--- src/rtl/cnt_pkg.sv ---
// cnt_pkg: shared constants and elaboration helpers for sync_updown_counter
//   CNT_DN / CNT_UP : encodings of the up_dn input
//   clog2           : bits needed to hold 0..v-1 (minimum 1)
//   params_ok       : legality of WIDTH / MODULUS / PRESCALE
package cnt_pkg;
  localparam logic CNT_DN = 1'b0;
  localparam logic CNT_UP = 1'b1;
  function automatic int clog2(input int v);
    int r;
    r = 1;
    for (int i = 1; i < 31; i++) if ((1 << i) < v) r = i + 1;
    return r;
  endfunction
  function automatic bit params_ok(input int w, input int m, input int p);
    return w >= 1 && m >= 2 && (w >= 31 || m <= (1 << w)) && p >= 1;
  endfunction
endpackage

--- src/rtl/cnt_prescaler.sv ---
// cnt_prescaler: one-cycle step strobe every PRESCALE enabled cycles
//   clk, rst_n : clock, async active-low reset
//   en         : counts an enabled cycle
//   clr        : returns the phase to 0 and suppresses the strobe
//   step       : high on the enabled cycle that completes a period
module cnt_prescaler
  import cnt_pkg::*;
#(
  parameter int PRESCALE = 1
) (
  input  logic clk,
  input  logic rst_n,
  input  logic en,
  input  logic clr,
  output logic step
);
  if (PRESCALE == 1) begin : g_bypass
    logic unused_clk;
    assign unused_clk = clk ^ rst_n;
    assign step = en && !clr;
  end else begin : g_div
    localparam int PW = clog2(PRESCALE);
    localparam logic [PW-1:0] LAST = PW'(PRESCALE - 1);
    logic [PW-1:0] pre_q, pre_d;
    always_comb pre_d = clr ? '0 : !en ? pre_q : (pre_q == LAST) ? '0 : pre_q + 1'b1;
    always_ff @(posedge clk or negedge rst_n)
      if (!rst_n) pre_q <= '0;
      else pre_q <= pre_d;
    assign step = en && !clr && pre_q == LAST;
  end
endmodule

--- src/rtl/sync_updown_counter.sv ---
// sync_updown_counter: prescaled up/down modulo counter with load and terminal-count pulse
//   clk, rst_n : clock, async active-low reset
//   en, up_dn  : count enable, direction (CNT_UP / CNT_DN)
//   load       : synchronous load of load_val (clamped to MODULUS-1)
//   count      : registered count
//   tc         : one-cycle pulse with the value produced by a boundary step
//   load_err   : one-cycle pulse when a load was clamped
//   Define COUNTER_SAT_EN to hold at the boundary instead of wrapping.
module sync_updown_counter
  import cnt_pkg::*;
#(
  parameter int WIDTH    = 4,
  parameter int MODULUS  = 16,
  parameter int PRESCALE = 1
) (
  input  logic             clk,
  input  logic             rst_n,
  input  logic             en,
  input  logic             up_dn,
  input  logic             load,
  input  logic [WIDTH-1:0] load_val,
  output logic [WIDTH-1:0] count,
  output logic             tc,
  output logic             load_err
);
  if (!params_ok(WIDTH, MODULUS, PRESCALE)) begin : g_bad_params
    $error("sync_updown_counter: illegal WIDTH/MODULUS/PRESCALE");
  end
  localparam logic [WIDTH-1:0] MAX = WIDTH'(MODULUS - 1);
  logic [WIDTH-1:0] count_q, count_d, wrap_val;
  logic tc_q, tc_d, load_err_q, load_err_d;
  logic step, at_bound, over;
  cnt_prescaler #(.PRESCALE(PRESCALE)) u_pre (
    .clk  (clk),
    .rst_n(rst_n),
    .en   (en && !load),
    .clr  (load),
    .step (step)
  );
  // widened so MODULUS == 2**WIDTH never flags
  assign over = {1'b0, load_val} > {1'b0, MAX};
  assign at_bound = (up_dn == CNT_UP) ? count_q == MAX : count_q == '0;
`ifdef COUNTER_SAT_EN
  assign wrap_val = count_q;
`else
  assign wrap_val = (up_dn == CNT_UP) ? '0 : MAX;
`endif
  always_comb begin
    count_d = load ? (over ? MAX : load_val) :
              !step ? count_q :
              at_bound ? wrap_val :
              (up_dn == CNT_UP) ? count_q + 1'b1 : count_q - 1'b1;
    tc_d = !load && step && at_bound;
    load_err_d = load && over;
  end
  always_ff @(posedge clk or negedge rst_n)
    if (!rst_n) begin
      count_q    <= '0;
      tc_q       <= 1'b0;
      load_err_q <= 1'b0;
    end else begin
      count_q    <= count_d;
      tc_q       <= tc_d;
      load_err_q <= load_err_d;
    end
  assign count    = count_q;
  assign tc       = tc_q;
  assign load_err = load_err_q;
endmodule
--- config.mk ---
export PLATFORM = sky130hd
export DESIGN_NAME = sync_updown_counter
export DESIGN_NICKNAME = d
export VERILOG_FILES = /design/src/rtl/cnt_pkg.sv /design/src/rtl/cnt_prescaler.sv /design/src/rtl/sync_updown_counter.sv
export SDC_FILE = /design/constraint.sdc
export NUM_CORES = 1
export LEC_CHECK = 0
export CORE_AREA = 4 4 41 43
export DETAILED_ROUTE_END_ITERATION = 10
export DIE_AREA = 0 0 45 47
export PLACE_DENSITY = 0.61
export SYNTH_ARGS = -nofsm -noshare
export SYNTH_HDL_FRONTEND = slang
export SYNTH_SLANG_ARGS = --single-unit
--- constraint.sdc ---
create_clock -name clk -period 1.3 [get_ports clk]
set_input_delay 0.26 -clock clk [delete_from_list [all_inputs] [get_ports clk]]
set_output_delay 0.26 -clock clk [all_outputs]
set_load 0.01 [all_outputs]
==> metrics, run 1 <==
cell accounting for the most synthesized area=dfrtp_1; die width=45 um; final antenna-violating net count=0; CTS sink cnt=5; Die ar.=2120 um2; Initial DRC Count=2; worst r2r src=count[1]; register area=130 um2; failing checks=setup timing; Max Cap Viol=0; Max Freq=701 MHz; Non-Filler Instances=84; Placed Area=607 um2; Mapped Avg Cell Area=9.59 um2; CTS Buf Count=3; dpl hpwl=792 um; CP endpoint=count[1]; first-pass GRT wire length=1700 um; initial antenna violation count=0; endpoints failing setup=4; Req. time, crit path=1440 ps; r2r endpoint=count[1]; outcome=finished with violations; Net Count, Synth=51; Port Buf Inserts=13; DP Worst Slack=-480 ps; Fin Clk Skew=1.40 ps; crit path launch=count[1]; Rows=13; crit path max fanout=4; Max Transition Viols Final=0; Die Span Y=47 um; flops & latches, synth=5; critical path type=flop to flop; design area=678 um2; I/O pin cnt=15; worst min path class=input pin to async pin; register area share after synthesis=0.334; Clk Latency, worst-skew pair=240 ps; GRT Total Usage=0.116; placed insts=74; fin worst setup slack=-127 ps; post-synth top area share=0.334; Register-to-Register Path Depth=4; Leak=0.315 nW; GPL Wtd Cong=0.750; number of flops mapped to enable cells by yosys=0; Tmin final=1430 ps; Final Hold Fails=0; synth warn=0; layout net count=82; cts hold-fix bufs=0; Primary FF master, synth=dfrtp_1; CTS max path bufs=2; largest net degree at the start of global routing=10; R2R Setup Slk=-130 ps; number of global-route vias before repair=410; FILL cells=125; Cell Pwr Density=1000 nW/um2; Post-Route WL=1020 um; Avg Vias per Cell=4.70; final global-route overflow total=0; area grow syn2layout=81.3%; vias=395; Async SR Flop Fraction=1.00; Core Box Area=1300 um2; Post-synth top cells=dfrtp_1, nand2_1; RSZ-0062 raised after global routing=true; startpoint types=flop; period utilization=1.10; Synth Instances=39; most common cell in the netlist=dfrtp_1; Critical Path AT=1570 ps; Netlist cell types=22; First-pass DRT Iterations=3; Reg clk slew, reported paths=40 ps; Cell Area, Synth=374 um2; synth top area cells=dfrtp_1, o41ai_4, ha_1, o31ai_1, fa_1; share of layout cells above drive strength 1=0.464; DRC=0; wire length per cell=12.1 um; CTS root buf=clkbuf_4; H-tree Lvls=1; CTS tree=yes; Multi-input gate area=258 um2; Initial Utilization=0.288; Hold WS=246 ps; Max VDD drop=0.507 mV; ant diodes=0; CP endpoint kind=flop
## metal layers
| layer | wire length [um] | GRT usage | vias up | part of all wire |
|---|---|---|---|---|
| li1 | - | - | 201 | - |
| met1 | 426 | 0.131 | 187 | 0.42 |
| met2 | 553 | 0.184 | 7 | 0.54 |
| met3 | 36 | 0.0498 | 0 | 0.035 |
| met4 | 0 | 0.0643 | 0 | 0 |
| met5 | 0 | 0 | - | 0 |
## state kept, by name (all words and copies together) (netlist names)
register  flops
tc            1
count         4
## worst min path at each step
stage,from,endpoint,slack [ps],cells past startpoint
after global placement,rst_n,tc,500,1
final,rst_n,count[0],250,1
after detailed placement,rst_n,tc,500,1
after CTS,rst_n,count[0],240,1
after global routing,rst_n,tc,260,1
after floorplan,rst_n,count[0],-40,0
## cells by family (layout without fill, tap and decap cells)
logic type      count (synthesis)  after routing  synth area share
buf+inv                         3             33            0.0401
flops                           5              5             0.334
simple gates                   13             13             0.177
xor+xnor                        3              3            0.0702
fa+ha+maj                       3              3             0.120
compound gates                 11             11             0.247
other cells                     1              1            0.0100
## where the power goes
group	switching (W)	internal, W	total [W]
combinational	0.000125	0.000178	0.000303
clock	0.0000598	0.000116	0.000176
sequential	0.0000230	0.000177	0.000200
## cell usage in the layout (no fill, tap or decap)
cell             instances
xnor2_1                  1
a31oi_1                  1
buf_6                    3
nand3_1                  2
or2_4                    1
dlygate4sd2_1            4
clkdlybuf4s50_1          7
o41ai_4                  1
buf_2                    1
ha_1                     1
ha_4                     1
conb_1                   1
o21ai_0                  1
o31ai_1                  3
and3_2                   1
buf_4                   13
dfrtp_2                  4
xor2_1                   2
a21oi_1                  2
inv_2                    1
nand2_1                  4
clkbuf_4                 3
nand3_2                  1
o41ai_1                  1
a21oi_2                  1
a21o_1                   1
and3b_1                  1
clkbuf_1                 1
nor2_1                   3
fa_2                     1
dfrtp_1                  1
## area by class of cell
cell class              instances  share of cell area
clock buffers                   4              0.0387
multi-input cells              31               0.380
inverters                       1             0.00554
well taps                      15              0.0277
repair buffers                 28               0.356
flip-flops and latches          5               0.192
## critical path, cell delays in order, from the launching register on
cell	delay (ps)
dfrtp_2	430
buf_6	130
fa_2	520
a21oi_1	60
o31ai_1	190
## timing repair
item,4_1_cts,5_1_grt
setup buffers,6,0
setup endpoints to repair,9,5
pin swaps,6,6
gates resized for setup,15,2
cloned,0,0
## per-stage QoR
step | setup TNS (ps) | utilization | total power (W)
final | -473 | 0.521 | 0.000679
after global routing | -741 | 0.521 | 0.000732
after CTS | -536 | 0.513 | 0.000678
after detailed placement | -1740 | 0.466 | 0.000471
after global placement | -1690 | 0.466 | 0.000468
after floorplan | -51.9 | - | 0.000336
No activity file was read; power rests on OpenSTA's default activity.
==> inputs of run 2 (changes only) <==
--- a/config.mk
+++ b/config.mk
@@ -8,7 +8,9 @@
 export CORE_AREA = 4 4 41 43
 export DETAILED_ROUTE_END_ITERATION = 10
 export DIE_AREA = 0 0 45 47
-export PLACE_DENSITY = 0.61
+export PLACE_DENSITY = 0.59
+export RECOVER_POWER = 25
+export SLEW_MARGIN = 20
 export SYNTH_ARGS = -nofsm -noshare
 export SYNTH_HDL_FRONTEND = slang
 export SYNTH_SLANG_ARGS = --single-unit
==> constraint.sdc (replaced) <==
create_clock -name clk -period 1.4 [get_ports clk]
set_input_delay 0.28 -clock clk [delete_from_list [all_inputs] [get_ports clk]]
set_output_delay 0.28 -clock clk [all_outputs]
set_load 0.01 [all_outputs]
==> metrics, run 2 (synthesis gave the netlist of run 1 again) <==
outcome=finished with violations (unchanged); failing checks=setup timing (unchanged); endpoints failing setup=3 (was 4); CTS tree=yes (unchanged); RSZ-0062 raised after global routing=true (unchanged); Comb power frac=0.412 (was 0.447); Final TNS setup=-90.4 ps (was -473 ps); worst min path class=input pin to async pin (unchanged); CTS max path bufs=2 (unchanged); Fin Clk Skew=2.87 ps (was 1.40 ps); slowest stage delay, CP=410 ps (was 520 ps); Max Transition Viols Final=0 (unchanged); design area=643 um2 (was 678 um2); First-pass DRT Iterations=4 (was 3); FILL cells=143 (was 125); startpoint types=flop (unchanged); final global-route overflow total=0 (unchanged); Clock power frac=0.284 (was 0.259); sequential fraction of design power=0.303 (was 0.294); Rows=13 (unchanged); ant diodes=0 (unchanged); die width=45 um (unchanged); P_int=0.000411 W (was 0.000471 W); Initial DRC Count=4 (was 2); Critical Path AT=1590 ps (was 1570 ps); first-pass GRT wire length=1650 um (was 1700 um); most common cell after layout, fill and taps aside=buf_4 (unchanged); DRC=0 (unchanged); Req. time, crit path=1550 ps (was 1440 ps); H-tree Lvls=1 (unchanged); Tmin final=1440 ps (was 1430 ps); max reg flops=4 (unchanged); Post-Route WL=991 um (was 1020 um); Initial Utilization=0.288 (unchanged); GRT Total Usage=0.114 (was 0.116); wire length per cell=12.4 um (was 12.1 um); Core Box Area=1300 um2 (unchanged); CP endpoint kind=flop (unchanged); largest net degree at the start of global routing=10 (unchanged); Placed Area=577 um2 (was 607 um2); Die Span Y=47 um (unchanged); number of global-route vias before repair=397 (was 410); vias=376 (was 395); CTS root buf=clkbuf_4 (unchanged); period utilization=1.03 (was 1.10); Clk Latency, worst-skew pair=250 ps (was 240 ps); Top delay family on crit path=flip-flops (was adder cells); I/O pin cnt=15 (unchanged); Avg Vias per Cell=4.70 (about the same); NetSw=0.000197 W (was 0.000208 W); layout net count=78 (was 82); area grow syn2layout=71.9% (was 81.3%); Max VDD drop=0.382 mV (was 0.507 mV); fin worst setup slack=-41.0 ps (was -127 ps); most frequent cells in the layout=buf_4, clkdlybuf4s50_1, nand2_1 (was buf_4, clkdlybuf4s50_1, nand2_1, dfrtp_2, dlygate4sd2_1); Port Buf Inserts=13 (unchanged); final antenna-violating net count=0 (unchanged); Max Freq=694 MHz (was 701 MHz); Final Hold Fails=0 (unchanged); crit path max fanout=3 (was 4); CTS sink cnt=5 (unchanged); crit-path cells=buf_6, fa_2, xor2_1, a21oi_1, o31ai_1 (was buf_6, fa_2, a21oi_1, o31ai_1); Crit-path slowest cell=dfrtp_2 (was fa_2); GPL Wtd Cong=0.755 (was 0.750); CTS Buf Count=3 (unchanged); WP buf/inv=1 (unchanged); Leak=0.289 nW (was 0.315 nW); Max Cap Viol=0 (unchanged); Cell Pwr Density=946 nW/um2 (was 1000 nW/um2); share of layout cells above drive strength 1=0.400 (was 0.464); Die ar.=2120 um2 (unchanged); Sw Ratio=0.324 (was 0.306); critical path type=flop to flop (unchanged); Reg clk slew, reported paths=40 ps (about the same); initial antenna violation count=0 (unchanged)
-- run 2: changes by cell type in the layout (fill, tap and decap cells not counted) --
cell | previous run | this run
dlygate4sd3_1 | 0 | 1
dlygate4sd2_1 | 4 | 3
buf_6 | 3 | 1
dfrtp_2 | 4 | 3
clkdlybuf4s15_1 | 0 | 1
buf_4 | 13 | 10
dfrtp_1 | 1 | 2
-- run 2: final timing paths --
check / from / endpoint / slack, ps / cells after the start
min in group clk: load_val[2] / count[2] / 590 / 3
worst min-delay path: rst_n / tc / 320 / 1
max in group asynchronous: rst_n / count[0] / 870 / 1
worst max register to register: count[0] / count[2] / -40 / 5
worst min register to register: count[3] / count[2] / 730 / 3
worst max-delay path: count[0] / count[2] / -40 / 5
-- run 2: area by class of cell --
type	instances	area, um2	share of cell area
multi-input cells	31	258	0.401
repair buffers	24	208	0.323
flip-flops and latches	5	129	0.200
clock buffers	4	26.3	0.0409
well taps	15	18.8	0.0292
inverters	1	3.75	0.00584
-- run 2: power groups by stage --
stage          combinational [W]  sequential, W  clock (W)
2_1_floorplan          0.0000950       0.000201          0
3_3_place_gp            0.000227       0.000186          0
3_5_place_dp            0.000229       0.000186          0
4_1_cts                 0.000249       0.000184   0.000182
5_1_grt                 0.000274       0.000187   0.000184
6_report                0.000251       0.000185   0.000173
-- run 2: timing repair --
| item | CTS | global route |
|---|---|---|
| resized for setup | 15 | 1 |
| setup endpoints to repair | 7 | 4 |
| cloned | 0 | 0 |
| hold buffers | 0 | 0 |
| setup buffers | 3 | 0 |
| pin swaps | 3 | 1 |
-- run 2: per-layer routing --
metal	up-vias	part of all wire	track usage
met5	-	0	0
li1	190	-	-
met1	171	0.42	0.130
met2	13	0.48	0.184
met3	2	0.089	0.0613
met4	0	0.0091	0.0351
-- run 2: through the flow --
stage          instances  power [W]   util  worst slack (ps)  hold slack, ps
2_1_floorplan         39   0.000296      -              4.42           -15.6
3_3_place_gp          73   0.000414  0.443              -462             521
3_5_place_dp          73   0.000415  0.443              -479             521
4_1_cts               80   0.000614  0.490             -40.5             249
5_1_grt               80   0.000645  0.494              -122             329
6_report              80   0.000608  0.494             -41.0             321
==> inputs of run 3 (changes only) <==
--- a/config.mk
+++ b/config.mk
@@ -8,6 +8,7 @@
 export CORE_AREA = 4 4 41 43
 export DETAILED_ROUTE_END_ITERATION = 10
 export DIE_AREA = 0 0 45 47
+export GPL_ROUTABILITY_DRIVEN = 1
 export PLACE_DENSITY = 0.59
 export RECOVER_POWER = 25
 export SLEW_MARGIN = 20
==> results of run 3 <==
No change in the layout: final DEF, timing and power equal those of run 2.
